$ cat src/rtl/hilo_md_sequencer.sv
// HI/LO register owner and issue/stall sequencer for the clocked multiplier and
// iterative divider of the single-cycle core.
module hilo_md_sequencer #(
    parameter int unsigned MUL_LAT     = 2,
    parameter int unsigned DIV_TIMEOUT = 64
) (
    input  logic        clk,
    input  logic        rst,
    input  logic        ena,
    input  logic        op_valid,
    input  logic [2:0]  op_code,
    input  logic [31:0] rs_data,
    input  logic [31:0] rt_data,
    output logic        stall,
    output logic [31:0] rd_data,
    output logic [31:0] opnd_a,
    output logic [31:0] opnd_b,
    output logic        div_start,
    output logic        div_signed,
    input  logic        div_busy,
    input  logic [31:0] div_q,
    input  logic [31:0] div_r,
    input  logic [31:0] mul_hi,
    input  logic [31:0] mul_lo,
    output logic [31:0] hi_out,
    output logic [31:0] lo_out,
    output logic        div_by_zero,
    output logic        err_timeout
);

    localparam logic [2:0] OP_MULTU = 3'd0;
    localparam logic [2:0] OP_DIV   = 3'd1;
    localparam logic [2:0] OP_DIVU  = 3'd2;
    localparam logic [2:0] OP_MTHI  = 3'd3;
    localparam logic [2:0] OP_MTLO  = 3'd4;
    localparam logic [2:0] OP_MFHI  = 3'd5;
    localparam logic [2:0] OP_MFLO  = 3'd6;
    localparam logic [2:0] OP_RSVD  = 3'd7;

    localparam int unsigned CNT_MAX = (DIV_TIMEOUT > MUL_LAT) ? DIV_TIMEOUT : MUL_LAT;
    localparam int unsigned CNT_W   = $clog2(CNT_MAX + 1);

    localparam logic [CNT_W-1:0] MUL_INIT     = CNT_W'(MUL_LAT - 1);
    localparam logic [CNT_W-1:0] TIMEOUT_LAST = CNT_W'(DIV_TIMEOUT - 1);

    typedef enum logic [2:0] {
        S_IDLE,
        S_MUL_WAIT,
        S_DIV_START,
        S_DIV_WAIT,
        S_WB
    } state_e;

    // Which result source the WB cycle commits into HI/LO.
    typedef enum logic [1:0] {
        WB_MUL,
        WB_DIV,
        WB_DZ
    } wb_src_e;

    state_e           state_q;
    wb_src_e          wb_src_q;
    logic [CNT_W-1:0] cnt_q;
    logic [31:0]      hi_q;
    logic [31:0]      lo_q;
    logic [31:0]      opnd_a_q;
    logic [31:0]      opnd_b_q;
    logic             div_signed_q;
    logic             div_start_q;
    logic             div_by_zero_q;
    logic             err_timeout_q;

    logic accept;
    logic is_long;
    logic busy_state;

    assign accept     = (state_q == S_IDLE) && ena && op_valid && (op_code != OP_RSVD);
    assign is_long    = (op_code == OP_MULTU) || (op_code == OP_DIV) || (op_code == OP_DIVU);
    assign busy_state = (state_q != S_IDLE) && (state_q != S_WB);

    // Reset overrides the whole stall term so the PC is never held during reset.
    assign stall = rst && (busy_state || (accept && is_long));

    assign opnd_a      = opnd_a_q;
    assign opnd_b      = opnd_b_q;
    assign div_signed  = div_signed_q;
    assign div_start   = div_start_q && ena;
    assign hi_out      = hi_q;
    assign lo_out      = lo_q;
    assign div_by_zero = div_by_zero_q;
    assign err_timeout = err_timeout_q;

    always_comb begin
        // NOTE: every output of a combinational block gets a default first;
        // a path that leaves it unassigned would infer a latch.
        rd_data = '0;
        if (accept && (op_code == OP_MFHI)) begin
            rd_data = hi_q;
        end else if (accept && (op_code == OP_MFLO)) begin
            rd_data = lo_q;
        end
    end

    // NOTE: sequential state uses non-blocking assignments only, so every
    // register samples pre-edge values regardless of statement order.
    always_ff @(posedge clk) begin
        if (!rst) begin
            state_q       <= S_IDLE;
            wb_src_q      <= WB_MUL;
            cnt_q         <= '0;
            hi_q          <= '0;
            lo_q          <= '0;
            opnd_a_q      <= '0;
            opnd_b_q      <= '0;
            div_signed_q  <= 1'b0;
            div_start_q   <= 1'b0;
            div_by_zero_q <= 1'b0;
            err_timeout_q <= 1'b0;
        end else if (ena) begin
            div_start_q   <= 1'b0;
            div_by_zero_q <= 1'b0;

            case (state_q)
                S_IDLE: begin
                    if (accept) begin
                        opnd_a_q <= rs_data;
                        opnd_b_q <= rt_data;
                        case (op_code)
                            OP_MULTU: begin
                                cnt_q    <= MUL_INIT;
                                wb_src_q <= WB_MUL;
                                state_q  <= S_MUL_WAIT;
                            end
                            OP_DIV, OP_DIVU: begin
                                div_signed_q <= (op_code == OP_DIV);
                                if (rt_data == '0) begin
                                    wb_src_q      <= WB_DZ;
                                    div_by_zero_q <= 1'b1;
                                    state_q       <= S_WB;
                                end else begin
                                    wb_src_q    <= WB_DIV;
                                    div_start_q <= 1'b1;
                                    state_q     <= S_DIV_START;
                                end
                            end
                            OP_MTHI: hi_q <= rs_data;
                            OP_MTLO: lo_q <= rs_data;
                            default: ;
                        endcase
                    end
                end

                S_MUL_WAIT: begin
                    if (cnt_q == '0) begin
                        state_q <= S_WB;
                    end else begin
                        cnt_q <= cnt_q - CNT_W'(1);
                    end
                end

                S_DIV_START: begin
                    cnt_q   <= '0;
                    state_q <= S_DIV_WAIT;
                end

                S_DIV_WAIT: begin
                    // cnt_q==0 marks the first wait cycle, where div_busy may
                    // not yet reflect the start pulse.
                    cnt_q <= cnt_q + CNT_W'(1);
                    if ((cnt_q != '0) && !div_busy) begin
                        state_q <= S_WB;
                    end else if (cnt_q == TIMEOUT_LAST) begin
                        err_timeout_q <= 1'b1;
                        state_q       <= S_IDLE;
                    end
                end

                S_WB: begin
                    case (wb_src_q)
                        WB_MUL: begin
                            hi_q <= mul_hi;
                            lo_q <= mul_lo;
                        end
                        WB_DIV: begin
                            hi_q <= div_r;
                            lo_q <= div_q;
                        end
                        default: begin
                            hi_q <= opnd_a_q;
                            lo_q <= '1;
                        end
                    endcase
                    state_q <= S_IDLE;
                end

                default: state_q <= S_IDLE;
            endcase
        end
    end

endmodule

$ cat config.mk
export PLATFORM = sky130hd
export DESIGN_NAME = hilo_md_sequencer
export DESIGN_NICKNAME = d
export VERILOG_FILES = /design/src/rtl/hilo_md_sequencer.sv
export SDC_FILE = /design/constraint.sdc
export NUM_CORES = 1
export LEC_CHECK = 0
export BUFFER_PORTS_ARGS = -buffer_cell sky130_fd_sc_hd__buf_4
export CAP_MARGIN = 25
export CORE_AREA = 2 2 143 145
export CTS_BUF_LIST = sky130_fd_sc_hd__clkbuf_16
export DETAILED_ROUTE_END_ITERATION = 7
export DIE_AREA = 0 0 145 147
export GPL_TIMING_DRIVEN = 0
export PLACE_DENSITY = 0.73
export SLEW_MARGIN = 40
export SYNTH_ARGS = -nofsm -noshare
export SYNTH_HDL_FRONTEND = slang
export SYNTH_SLANG_ARGS = --single-unit
$ cat constraint.sdc
create_clock -name clk -period 2.3 [get_ports clk]
set_input_delay 0.46 -clock clk [delete_from_list [all_inputs] [get_ports clk]]
set_output_delay 0.46 -clock clk [all_outputs]
set_load 0.01 [all_outputs]
==> results of run 1 <==
## stage by stage
| stage | cell area [sq um] | hold slack [ps] | utilization, % | setup TNS, ps | instances |
|---|---|---|---|---|---|
| after floorplan | 7880 | 452 | - | 0 | 966 |
| after global placement | 10900 | 450 | 55.1 | -13490 | 1597 |
| after detailed placement | 10900 | 456 | 55.1 | -13570 | 1597 |
| after CTS | 11800 | 286 | 59.5 | -8540 | 1641 |
| after global routing | 11900 | 297 | 60.1 | -10900 | 1646 |
| final | 11900 | 301 | 60.2 | -7820 | 1648 |
## layer usage
layer / routed length [microns] / part of all wire, %
met5: 13 / 0.039
met4: 671 / 2.0
met3: 2470 / 7.4
met2: 16500 / 50
met1: 13700 / 41
## state kept, by name, summed over array words and instances, names as in the netlist
signal and flops:
hi_out 32, div_start_q 1, cnt_q 7, div_by_zero 1, err_timeout 1, opnd_b 32
state_q 3, opnd_a 32, div_signed 1, lo_out 32, wb_src_q 2
## repair_timing
item / CTS / global route
endpoints found under the setup margin: 67 / 97
setup buffers: 13 / 5
gates cloned: 1 / 1
pin swaps: 11 / 12
resized for setup: 44 / 30
hold buffers: 0 / 0
## cell type report
cell class	instances	area [sq um]	area share (%)
Inverter	7	26.3	0.220
Sequential cell	144	2890	24.2
Clock inverter	15	189	1.58
Tap cell	270	338	2.83
Buffer	80	440	3.69
Antenna cell	3	7.51	0.0629
Timing Repair Buffer	381	2940	24.6
Clock buffer	17	425	3.56
Multi-Input combinational cell	731	4680	39.2
## synth_stat cells (3+ instances only)
cell and count:
sky130_fd_sc_hd__a22o_1 37, sky130_fd_sc_hd__nor2_1 8, sky130_fd_sc_hd__a21boi_0 69, sky130_fd_sc_hd__a211oi_1 32, sky130_fd_sc_hd__nand2b_1 4, sky130_fd_sc_hd__nand3_1 38
sky130_fd_sc_hd__or3_1 3, sky130_fd_sc_hd__o211a_1 33, sky130_fd_sc_hd__nor4_1 9, sky130_fd_sc_hd__ha_1 6, sky130_fd_sc_hd__a31oi_1 4, sky130_fd_sc_hd__a21oi_1 6
sky130_fd_sc_hd__o21ai_0 39, sky130_fd_sc_hd__o21ai_1 30, sky130_fd_sc_hd__dfxtp_1 144, sky130_fd_sc_hd__nand2_1 234, sky130_fd_sc_hd__nor2b_1 67, sky130_fd_sc_hd__mux2i_1 66
sky130_fd_sc_hd__o31ai_1 3, sky130_fd_sc_hd__clkbuf_1 51, sky130_fd_sc_hd__buf_6 5, sky130_fd_sc_hd__and2_1 4, sky130_fd_sc_hd__inv_1 7, sky130_fd_sc_hd__o211ai_1 3
sky130_fd_sc_hd__xnor2_1 3, sky130_fd_sc_hd__buf_2 24
## worst min-delay path, stage by stage
cell and delay (ps):
sky130_fd_sc_hd__buf_4 110, sky130_fd_sc_hd__nand2_1 40, sky130_fd_sc_hd__a21boi_0 60
## kinds of logic after synthesis
kind of cell / Yosys count / share of synthesized area, %
xor+xnor: 4 / 0.445
simple gates: 386 / 23.0
compound gates: 268 / 25.1
mux: 66 / 8.39
flops: 144 / 36.6
buf+inv: 91 / 5.29
fa+ha+maj: 7 / 1.21
## final timing paths
| path | slack [ps] | to |
|---|---|---|
| max reg2reg | -50 | cnt_q[6] |
| min reg2reg | 460 | opnd_b[8] |
| max | -290 | rd_data[24] |
| min | 300 | opnd_a[27] |
## where the power goes
| part | internal [mW] | total, mW | switching, mW | leakage [nW] |
|---|---|---|---|---|
| Sequential | 2.59 | 2.68 | 0.0845 | 1.17 |
| Combinational | 0.595 | 1.18 | 0.588 | 3.92 |
| Clock | 1.81 | 2.93 | 1.12 | 0.300 |
| Total | 5.00 | 6.79 | 1.79 | 5.39 |
## placed cells by master, fill, tap and decap left out, drive strengths merged, types with 4 or more instances in the layout
cell type,netlist,layout
nand2b,4,4
o21ai,70,70
clkbuf,51,66
ha,6,6
a21oi,6,6
nor2b,67,67
bufinv,0,4
buf,33,412
o211a,33,33
a211oi,32,32
nand3,38,38
nor2,9,9
clkinv,0,7
a21boi,69,69
dfxtp,144,144
a22o,37,37
nand2,235,235
mux2i,66,66
nor4,10,10
inv,7,10
and2,4,4
nor3,4,4
a31oi,4,4
==> Flow_metrics.wiki, run 1 <==
{| class="wikitable"
! Metric !! Value
|-
| Depth of the worst register-to-register path || 10
|-
| Synthesized instance count || 966
|-
| Final worst clock skew || 12.9 ps
|-
| Library cell with the largest summed area after synthesis || sky130_fd_sc_hd__dfxtp_1
|-
| Hold WC Path Type || input port to flop
|-
| Antenna violations before repair || 4
|-
| Ratio of total power to cell area || 569 nW/um^2
|-
| Setup repair after global routing missed its margin || true
|-
| DR WL/cell || 20.2 microns
|-
| Total buffers and inverters traversed by the critical path || 3
|-
| Number of levels the H-tree was split into || 4
|-
| Routability congestion estimate from global placement || 0.880
|-
| Violated checks || setup timing
|-
| Vias || 8,856
|-
| Cell type of the slowest stage on the worst timing path || sky130_fd_sc_hd__dfxtp_2
|-
| Number of search-and-repair iterations in the first detailed-routing pass || 5
|-
| Fraction of met1 tracks used by global routing || 36.6%
|-
| Worst setup path category || flop to output port
|-
| Arrival time at the worst endpoint || 2130 ps
|-
| Cell area after synthesis || 7880 sq um
|-
| Clock latency on the worst-skew pair || 430 ps
|-
| Final antenna-violating net count || 0
|-
| Global Route met2 Usage || 53.0%
|-
| Synthesis-to-finish area growth || 51.6%
|-
| CP Launch Type || flop
|-
| Post-synthesis cell type count || 56
|-
| Maximum buffer depth of the clock tree || 2
|-
| Family of cells with the greatest summed delay on the critical path || simple AND/OR/NAND/NOR gates
|-
| Total GRT Usage || 30.1%
|-
| Synthesized Nets || 1,173
|-
| Final setup slack of the worst path || -289 ps
|-
| DRC viols || 0
|-
| Max Fanout on Critical Path || 7
|-
| Number of synthesis warnings || 0
|-
| RR Startpoint || state_q[2]
|-
| Element type at the critical path end || output port
|-
| HPWL reported at the end of detailed placement || 25,400 microns
|-
| Hold Fails Final Rpt || 0
|-
| Placeable core region || 19,800 sq um
|-
| Number of max-capacitance violations reported || 0
|-
| Crit-path most repeated cell || sky130_fd_sc_hd__buf_6
|-
| Share of post-route cells with drive strength above 1 || 34.8%
|-
| Wire length of the first global-routing pass || 49,900 microns
|-
| Slew Limit Fails || 0
|-
| TritonCTS Sinks || 144
|-
| Number of vias per cell || 5.37
|-
| Share of the clock period used by the worst path || 113%
|-
| Die Span X || 145 microns
|-
| Required time reported for the critical path endpoint || 1840 ps
|-
| Overall overflow remaining after global route || 0
|-
| Global Route met3 Usage || 7.98%
|-
| Clock root buffer master || sky130_fd_sc_hd__clkbuf_16
|-
| Most heavily used metal layer in global routing || met2
|-
| Initial Utilization || 39.7%
|-
| # setup viols final || 34
|-
| CP cell instances || nor3_4 > and3b_2 > nand2_4 > nor3b_4 > buf_6 > buf_8 > a22o_1 > buf_6
|-
| Largest voltage drop on the vdd net || 0.000493 V
|-
| Leakage Power || 5.39 nW
|-
| Dominant register cell in the synthesized netlist || sky130_fd_sc_hd__dfxtp_1
|-
| Worst stage delay on the critical path || 340 ps
|-
| Sequential-to-total area share from yosys stat || 36.6%
|-
| DRC violation total after the first TritonRoute iteration || 424
|-
| Fin nets || 1,569
|-
| Maximum frequency from static timing analysis || 386 MHz
|-
| Total stage count of the critical path || 8
|-
| Total wire length after detailed routing || 33,400 microns
|-
| Via count of the first global-routing pass || 8,615
|-
| Top-Level Pins || 365
|-
| Worst min-delay path startpoint || rs_data[27]
|-
| Slew @ Worst Pin || 743 ps
|-
| Maximum number of pins on one net before global-route repair || 17
|-
| Chip Height || 147 microns
|-
| Max-Slew Margin vs Limit || 50.4%
|-
| Worst-path clk slew || 60 ps
|-
| Worst slack at placement || -413 ps
|-
| Overall power || 6.79 mW
|-
| Final critical delay including setup and external delays || 2590 ps
|-
| Syn avg cell area || 8.15 sq um
|-
| DIE AREA || 21,300 sq um
|-
| Result of the run || complete, but fails checks
|-
| Layout fillers || 1,815
|-
| Leading cell types by total area after synthesis || sky130_fd_sc_hd__dfxtp_1 (37%), sky130_fd_sc_hd__nand2_1 (11%), sky130_fd_sc_hd__mux2i_1 (8.4%), sky130_fd_sc_hd__a21boi_0 (6.6%), sky130_fd_sc_hd__nor2b_1 (5.3%)
|-
| Area fraction of the dominant cell type after synthesis || 36.6%
|-
| Count of state elements after synthesis || 144
|-
| Clock tree from TritonCTS || done
|-
| Crit path from || state_q[1]
|-
| Number of enable-type register cells in the synthesized netlist || 0
|-
| Worst Hold Depth || 3
|-
| Number of port buffers || 361
|-
| CTS buffer count || 17
|-
| Number of rows created at floorplan || 52
|-
| Synth async-reset ratio || 0%
|}
No activity file was read; power rests on OpenSTA's default activity.
==> run 2, diff against run 1 <==
--- a/config.mk
+++ b/config.mk
@@ -13,6 +13,7 @@
 export DIE_AREA = 0 0 145 147
 export GPL_TIMING_DRIVEN = 0
 export PLACE_DENSITY = 0.73
+export REMOVE_ABC_BUFFERS = 1
 export SLEW_MARGIN = 40
 export SYNTH_ARGS = -nofsm -noshare
 export SYNTH_HDL_FRONTEND = slang
==> run 2 against run 1 <==
Compared with the run above: the flow still finishes with violations (setup timing); maximum frequency rose by 0.52%; die area did not move; total power rose by 0.96%; flip-flop and latch count did not move; clock power rose by 3%; combinational power barely moved; sequential power barely moved; largest cell class unchanged; clock skew fell by 5.2 ps; final area fell by 0.42%; utilization fell by 0.25 points.
==> Flow_metrics.wiki, run 2 (same netlist as run 1, synthesis figures left out) <==
{| class="wikitable"
! Metric !! Value
|-
| CTS buffer count || 17
|-
| Worst Hold Depth || 3
|-
| Final worst clock skew || 7.71 ps
|-
| Overall overflow remaining after global route || 0
|-
| Share of the clock period used by the worst path || 112%
|-
| Final antenna-violating net count || 0
|-
| Sequential share of power || 39.0%
|-
| Cts hold-fix bufs || 0
|-
| Number of vias per cell || 5.32
|-
| DR WL/cell || 18.5 microns
|-
| Comb pwr share || 16.8%
|-
| DIE AREA || 21,300 sq um
|-
| Arrival time at the worst endpoint || 2120 ps
|-
| Wire length of the first global-routing pass || 45,200 microns
|-
| Worst stage delay on the critical path || 350 ps
|-
| Net switching power || 1.74 mW
|-
| Synthesis-to-finish area growth || 50.9%
|-
| Cell type of the slowest stage on the worst timing path || sky130_fd_sc_hd__dfxtp_4
|-
| DRC violation total after the first TritonRoute iteration || 478
|-
| Leakage Power || 5.32 nW
|-
| Final critical delay including setup and external delays || 2580 ps
|-
| Worst setup path category || flop to output port
|-
| TritonCTS Sinks || 144
|-
| Placeable core region || 19,800 sq um
|-
| Maximum buffer depth of the clock tree || 2
|-
| Required time reported for the critical path endpoint || 1840 ps
|-
| Total GRT Usage || 26.7%
|-
| Result of the run || complete, but fails checks
|-
| Clock tree from TritonCTS || done
|-
| Maximum number of pins on one net before global-route repair || 143
|-
| Setup repair after global routing missed its margin || true
|-
| Number of levels the H-tree was split into || 4
|-
| DRC viols || 0
|-
| Overall power || 6.86 mW
|-
| Total wire length after detailed routing || 29,400 microns
|-
| Reg2Reg Setup Slack || -10 ps
|-
| Slew @ Worst Pin || 817 ps
|-
| Element type at the critical path end || output port
|-
| Layout fillers || 1,780
|-
| Number of port buffers || 364
|-
| Number of rows created at floorplan || 52
|-
| Share of power burned in the clock network || 44.2%
|-
| Leading cell type in the layout, fill and taps excluded || sky130_fd_sc_hd__buf_4
|-
| Endpoint of the most critical register-to-register path || cnt_q[6]
|-
| Top-Level Pins || 365
|-
| Ratio of total power to cell area || 577 nW/um^2
|-
| Vias || 8,462
|-
| Number of non-filler instances in the completed layout || 1,590
|-
| Clock root buffer master || sky130_fd_sc_hd__clkbuf_16
|-
| Max Fanout on Critical Path || 7
|-
| Most frequent cells in the layout || sky130_fd_sc_hd__buf_4 (375), sky130_fd_sc_hd__nand2_1 (234), sky130_fd_sc_hd__dfxtp_1 (139), sky130_fd_sc_hd__a21boi_0 (68)
|-
| Hold WC Path Type || input port to flop
|-
| Final antenna diode count || 0
|-
| Worst-path clk slew || 60 ps
|-
| # setup viols final || 34
|-
| HPWL reported at the end of detailed placement || 20,400 microns
|-
| Chip Height || 147 microns
|-
| Critical Path End || rd_data[1]
|-
| Maximum frequency from static timing analysis || 388 MHz
|-
| Crit-path most repeated cell || sky130_fd_sc_hd__buf_6
|-
| Die Span X || 145 microns
|-
| Number of max-capacitance violations reported || 0
|-
| CP Launch Type || flop
|-
| CP cell instances || nor3_4 > and3b_4 > nand2_4 > nor3b_4 > buf_6 > buf_6 > a22o_1 > buf_6
|-
| Crit path from || state_q[2]
|-
| Depth of the worst register-to-register path || 9
|-
| Final setup slack of the worst path || -276 ps
|-
| Antenna violations before repair || 0
|-
| Proportion of total power due to net switching || 25.3%
|-
| Via count of the first global-routing pass || 8,262
|-
| Largest voltage drop on the vdd net || 0.000479 V
|-
| Hold Fails Final Rpt || 0
|-
| Internal cell power || 5.12 mW
|-
| Initial Utilization || 39.7%
|-
| Share of post-route cells with drive strength above 1 || 34.8%
|-
| Routability congestion estimate from global placement || 0.841
|-
| Clock latency on the worst-skew pair || 420 ps
|-
| Max-Slew Margin vs Limit || 45.5%
|-
| Fin nets || 1,514
|-
| Slew Limit Fails || 0
|-
| Violated checks || setup timing
|-
| Setup_tns || -7170 ps
|-
| Number of search-and-repair iterations in the first detailed-routing pass || 5
|-
| Number of cells in the design after placement || 1,534
|-
| RR Startpoint || state_q[2]
|}
-- run 2: changes by cell type in the layout (fill, tap and decap cells not counted), sizes merged --
| cell | before | now |
|---|---|---|
| inv | 10 | 11 |
| buf | 412 | 404 |
| bufinv | 4 | 5 |
| and3b | 1 | 2 |
| clkinvlp | 1 | 2 |
| clkinv | 7 | 4 |
| bufbuf | 0 | 1 |
| clkbuf | 66 | 17 |
| diode | 3 | 0 |
-- run 2: repair_timing --
item / in CTS / in global routing
pin swaps: 11 / 15
gates cloned: 3 / 0
setup buffers: 20 / 4
gates resized for setup: 28 / 6
endpoints found under the setup margin: 56 / 38
-- run 2: power groups by stage --
stage | clock network, mW | registers, mW | logic, mW
floorplan | 0 | 2.77 | 0.398
global placement | 0 | 2.75 | 1.03
detailed placement | 0 | 2.73 | 1.10
CTS | 3.08 | 2.67 | 1.16
global route | 3.19 | 2.69 | 1.25
finish | 3.03 | 2.68 | 1.15
-- run 2: worst min path at each step --
stage                     slack [ps]   startpoint     endpoint
after floorplan                  450  div_start_q  div_start_q
after global placement           450    opnd_b[1]    opnd_b[1]
after detailed placement         460   opnd_b[25]   opnd_b[25]
after CTS                        290  rt_data[12]   opnd_b[12]
after global routing             300  rt_data[19]   opnd_b[19]
final                            310  rt_data[29]   opnd_b[29]
-- run 2: through the flow --
step	hold slack [ps]	area (sq um)	setup slack (ps)	util [%]
floorplan	451	7490	-1560	-
global placement	454	10600	-3950	53.2
detailed placement	460	10900	-982	55.0
CTS	290	11900	-291	59.8
global route	297	11900	-402	59.9
finish	307	11900	-276	59.9
-- run 2: worst max-delay path: cells and delay by family (launching register included) --
| family | cells | cell delay (ps) |
|---|---|---|
| AOI/OAI and AO/OA | 1 | 160 |
| buffers and inverters | 3 | 450 |
| and+or+nand+nor | 4 | 720 |
| DFF | 1 | 350 |
-- run 2: layout make-up --
type                            instances  area, sq um  area share (%)
Multi-Input combinational cell        732         4670            39.3
Timing Repair Buffer                  405         3320            27.9
Sequential cell                       144         2900            24.4
Clock buffer                           17          425            3.58
Tap cell                              270          338            2.84
Clock inverter                         15          216            1.82
Inverter                                7         26.3           0.221
-- run 2: per-layer routing --
layer,part of all wire [%],vias to the layer above,global-route usage [%]
met4,2.2,0,9.31
li1,-,4080,-
met5,0,-,0
met2,50,325,47.3
met1,40,4022,31.4
met3,7.3,35,7.02
